--- src/rtl/inst_mem_arbiter.sv ---
// Arbitrates the single-port code memory between the CPU fetch path and the
// host program loader, sequencing hold / drain / load / PC-reset / release.
module inst_mem_arbiter #(
    parameter int CODE_ADDR_WIDTH = 10,
    parameter int CODE_DATA_WIDTH = 64
) (
    input  logic                       clk,
    input  logic                       rst,
    input  logic                       load_req,
    input  logic                       load_wr_en,
    input  logic [CODE_ADDR_WIDTH-1:0] load_wr_addr,
    input  logic [CODE_DATA_WIDTH-1:0] load_wr_data,
    output logic                       load_gnt,
    output logic                       load_err,
    input  logic                       cpu_rd_en,
    input  logic [CODE_ADDR_WIDTH-1:0] cpu_rd_addr,
    input  logic                       cpu_halted,
    output logic                       cpu_hold,
    output logic                       pc_rst,
    output logic                       code_ready,
    output logic [CODE_ADDR_WIDTH:0]   prog_len,
    output logic                       mem_en,
    output logic                       mem_we,
    output logic [CODE_ADDR_WIDTH-1:0] mem_addr,
    output logic [CODE_DATA_WIDTH-1:0] mem_wdata
);

    typedef enum logic [2:0] {
        S_NOPROG,
        S_RUN,
        S_DRAIN,
        S_LOAD,
        S_SETTLE
    } state_t;

    localparam logic [CODE_ADDR_WIDTH:0] WORDS_MAX = {1'b1, {CODE_ADDR_WIDTH{1'b0}}};
    localparam logic [CODE_ADDR_WIDTH:0] ONE       = {{CODE_ADDR_WIDTH{1'b0}}, 1'b1};

    state_t                     state_q, state_d;
    logic [CODE_ADDR_WIDTH:0]   count_q, count_d;
    logic [CODE_ADDR_WIDTH:0]   prog_len_q, prog_len_d;
    logic                       code_ready_q, code_ready_d;
    logic                       load_err_q, load_err_d;
    logic [CODE_ADDR_WIDTH:0]   count_inc;

    always_ff @(posedge clk) begin
        if (rst) begin
            state_q      <= S_NOPROG;
            count_q      <= '0;
            prog_len_q   <= '0;
            code_ready_q <= 1'b0;
            load_err_q   <= 1'b0;
        end else begin
            state_q      <= state_d;
            count_q      <= count_d;
            prog_len_q   <= prog_len_d;
            code_ready_q <= code_ready_d;
            load_err_q   <= load_err_d;
        end
    end

    // Word count including this cycle's write, so a write coinciding with the
    // fall of load_req is still counted.
    assign count_inc = (load_wr_en && (count_q != WORDS_MAX)) ? count_q + ONE : count_q;

    always_comb begin
        state_d      = state_q;
        count_d      = count_q;
        prog_len_d   = prog_len_q;
        code_ready_d = code_ready_q;
        load_err_d   = load_wr_en && (state_q != S_LOAD);
        case (state_q)
            S_NOPROG: begin
                code_ready_d = 1'b0;
                if (load_req) begin
                    state_d = S_LOAD;
                    count_d = '0;
                end
            end
            S_RUN: begin
                if (load_req) state_d = S_DRAIN;
            end
            S_DRAIN: begin
                if (cpu_halted) begin
                    state_d      = S_LOAD;
                    count_d      = '0;
                    code_ready_d = 1'b0;
                end
            end
            S_LOAD: begin
                count_d = count_inc;
                if (!load_req) begin
                    if (count_inc == '0) begin
                        state_d = S_NOPROG;
                    end else begin
                        state_d    = S_SETTLE;
                        prog_len_d = count_inc;
                    end
                end
            end
            S_SETTLE: begin
                state_d      = S_RUN;
                code_ready_d = 1'b1;
            end
            default: state_d = S_NOPROG;
        endcase
    end

    assign load_gnt   = (state_q == S_LOAD);
    assign cpu_hold   = (state_q != S_RUN);
    assign pc_rst     = (state_q == S_SETTLE);
    assign code_ready = code_ready_q;
    assign prog_len   = prog_len_q;
    assign load_err   = load_err_q;

    // DRAIN keeps the CPU on the port so an in-flight packet can finish fetching.
    always_comb begin
        mem_en    = 1'b0;
        mem_we    = 1'b0;
        mem_addr  = '0;
        mem_wdata = '0;
        case (state_q)
            S_RUN, S_DRAIN: begin
                mem_en   = cpu_rd_en;
                mem_addr = cpu_rd_addr;
            end
            S_LOAD: begin
                mem_en    = load_wr_en;
                mem_we    = load_wr_en;
                mem_addr  = load_wr_addr;
                mem_wdata = load_wr_data;
            end
            default: begin
                mem_en = 1'b0;
            end
        endcase
    end

endmodule

--- config.mk ---
export PLATFORM = sky130hd
export DESIGN_NAME = inst_mem_arbiter
export DESIGN_NICKNAME = d
export VERILOG_FILES = /design/src/rtl/inst_mem_arbiter.sv
export SDC_FILE = /design/constraint.sdc
export NUM_CORES = 1
export LEC_CHECK = 0
export ABC_CLOCK_PERIOD_IN_PS = 3900
export CAP_MARGIN = 20
export CORE_MARGIN = 3
export CORE_UTILIZATION = 34
export CTS_CLUSTER_DIAMETER = 40
export DETAILED_ROUTE_END_ITERATION = 8
export PLACE_DENSITY_LB_ADDON = 0.05
export SLEW_MARGIN = 20
export SYNTH_ARGS = -nofsm -noshare
export SYNTH_HDL_FRONTEND = slang
export SYNTH_SLANG_ARGS = --single-unit
--- constraint.sdc ---
create_clock -name clk -period 3.9 [get_ports clk]
set_input_delay 0.585 -clock clk [delete_from_list [all_inputs] [get_ports clk]]
set_output_delay 0.585 -clock clk [all_outputs]
set_load 0.05 [all_outputs]
==> metrics.txt <==
status finished clean; grt total ovfl 0; number of buffers inserted during clock tree synthesis 3; worst setup slack after layout 0.633 ns; flip-flop cell with the highest count after synthesis dfxtp_1; effective utilization at floorplan ~36%; CTS clk-pin slew, worst paths 0.09 ns; CTS tree done; Yosys top cell area share 26.1%; Max Fclk 306 MHz; post-DP HPWL around 6.9 mm; Routed WL 8.26 mm; global router's overall resource usage a little under a quarter; proportion of layout cells with a drive suffix above 1 3.85%; cell types occupying the most area after synthesis dfxtp_1, and2_1, a21oi_1; Antenna Cells 0; final count of hold timing violations 0; Worst Clk Skew 0.00598 ns; wire length of the first global-routing pass 13.0 mm; later-pin clock latency in the skew report 0.27 ns; DR DRC count 0; Std-Cell Core Area around 5700 sq um; number of hold buffers added after cts 0; post-cts resize count 0; P per Cell Area 209 nW/um^2; Rel. slew slack 30.4%; largest net degree at the start of global routing 57; Post-DRT Antenna Nets 0; maximum vdd drop 0.127 mV; TritonCTS sink count 27; endpoint type of the worst setup path primary output; via count of the first global-routing pass 2521; synthesized area divided by synthesized cell count between 7 and 8 sq um; Root Buffer clkbuf_8; setup repair after global routing missed its margin false; count of unique library cells instantiated by Yosys 42; path type of the worst setup path flip-flop to primary output; # IOs between 150 and 200; number of nets in the layout 535; violation count after the first detailed-route iteration about 130; total number of placement rows 27; post-synthesis async set-or-reset flop share 0%; transition time at the pin with the least slew margin roughly 1.0 ns; area of the die 7070 sq um; class of the tightest hold or removal check flip-flop to flip-flop; WL per Instance between 15 and 20 um; Post-CTS Setup Repair Bufs 0; leading area contributor after synthesis dfxtp_1; data required time at the worst endpoint approximately 3.3 ns; net count after synthesis 371; largest fanout on the critical path 56; routed vias 2530; Port-buffer cells approximately 180; Critical Path Source Type flip-flop; area of the mapped netlist between 2000 and 2500 sq um; minimum clock period after layout 3.27 ns; level count of the clock H-tree 1; leakage power of the design 0.00143 uW; top-count cell post-synth and2_1; layout overhead on the synthesized area 89.9%; Setup violations, final 0; die width 84.1 um; Clock Path Buffers 2; Detailed Routing Iterations Pass 1 4; setup TNS 0 ns; Vias/cell 4.92; final weighted congestion of routability-driven global placement 0.902; Post-synth EDFFs 0; DP Worst Slack 0.815 ns; fin crit share 83.8%; Synth Instances 279; most instantiated cells after synthesis and2_1, nor2_1, dfxtp_1; Max Cap Viol 0; FF+latch count, synth 27; register area share after synthesis 26.1%; critical path arrival 2.68 ns; Slew Viols, Final 0; height of the die 84.1 um; number of antenna violations at the first check in global routing 0; count of warnings emitted by yosys 0
-- routing by layer --
metal	wire length [um]	track usage [%]	up-vias	share of wire, %
li1	-	-	1274	-
met1	3190	26.6	1119	39
met2	4120	40.0	125	50
met3	774	7.11	12	9.4
met4	173	5.26	0	2.1
met5	0	0	-	0
-- cell usage in the layout, fill, tap and decap left out, drive strengths merged, types with 8 or more instances in the layout --
master	count
a22o	10
nor2	28
o21ai	10
xnor2	8
clkdlybuf4s50	181
nand3	13
dfxtp	27
a21oi	26
nand2	10
and2	65
-- path summary, 6_finish.rpt --
kind	startpoint	endpoint	slack, ns	cells past startpoint
min reg2reg	prog_len[0]	prog_len[0]	0.47	2
max reg2reg	count_q[0]	state_q[2]	1.43	8
min	prog_len[0]	prog_len[0]	0.47	2
max	state_q[1]	mem_wdata[43]	0.63	5
-- report_power, final --
part	switching (uW)	internal, uW	leakage (uW)
logic	209	171	0.00118
clock network	87.8	71.6	0.0000255
registers	4.82	279	0.000218
total	302	521	0.00143
-- through the flow --
step | total power [uW] | instance area, sq um | util (%) | std cells | hold slack (ns)
6_report | 823 | 3930 | 68.9 | 514 | 0.470
5_1_grt | 854 | 3930 | 68.9 | 514 | 0.512
4_1_cts | 828 | 3930 | 68.9 | 514 | 0.476
2_1_floorplan | 498 | 2070 | - | 279 | 0.497
3_5_place_dp | 671 | 3890 | 68.1 | 510 | 0.463
3_3_place_gp | 667 | 3890 | 68.1 | 510 | 0.464
-- critical path, cell delays in order (launching register included) --
cell and delay, ns:
dfxtp_1 0.47, nand3b_1 0.36, inv_2 0.13, buf_4 0.38
and2_1 0.23, clkdlybuf4s50_1 0.83
-- logic make-up (layout without fill, tap and decap cells) --
family	after synthesis	after routing	share of synthesized area (%)
DFF	27	27	26.1
AOI/OAI and AO/OA	60	60	19.4
and+or+nand+nor	146	146	41.2
xor gates and xnor gates	11	11	4.65
adders and majority gates	2	2	1.21
muxes	3	3	1.45
buffers and inverters	30	193	5.98
-- area by class of cell --
class / count / area (sq um)
clock buffer: 3 / 41.3
clock inverter: 1 / 5.00
fill: 488 / 1780
inverter: 6 / 22.5
multi-input combinational: 222 / 1410
sequential: 27 / 541
tap: 72 / 90.1
timing repair buffer: 183 / 1830
-- state kept, by name, indices dropped and copies added (netlist names) --
signal / flops
state_q: 3
code_ready: 1
prog_len: 11
count_q: 11
load_err: 1
Note: power is estimated with default switching activity, not from simulation.
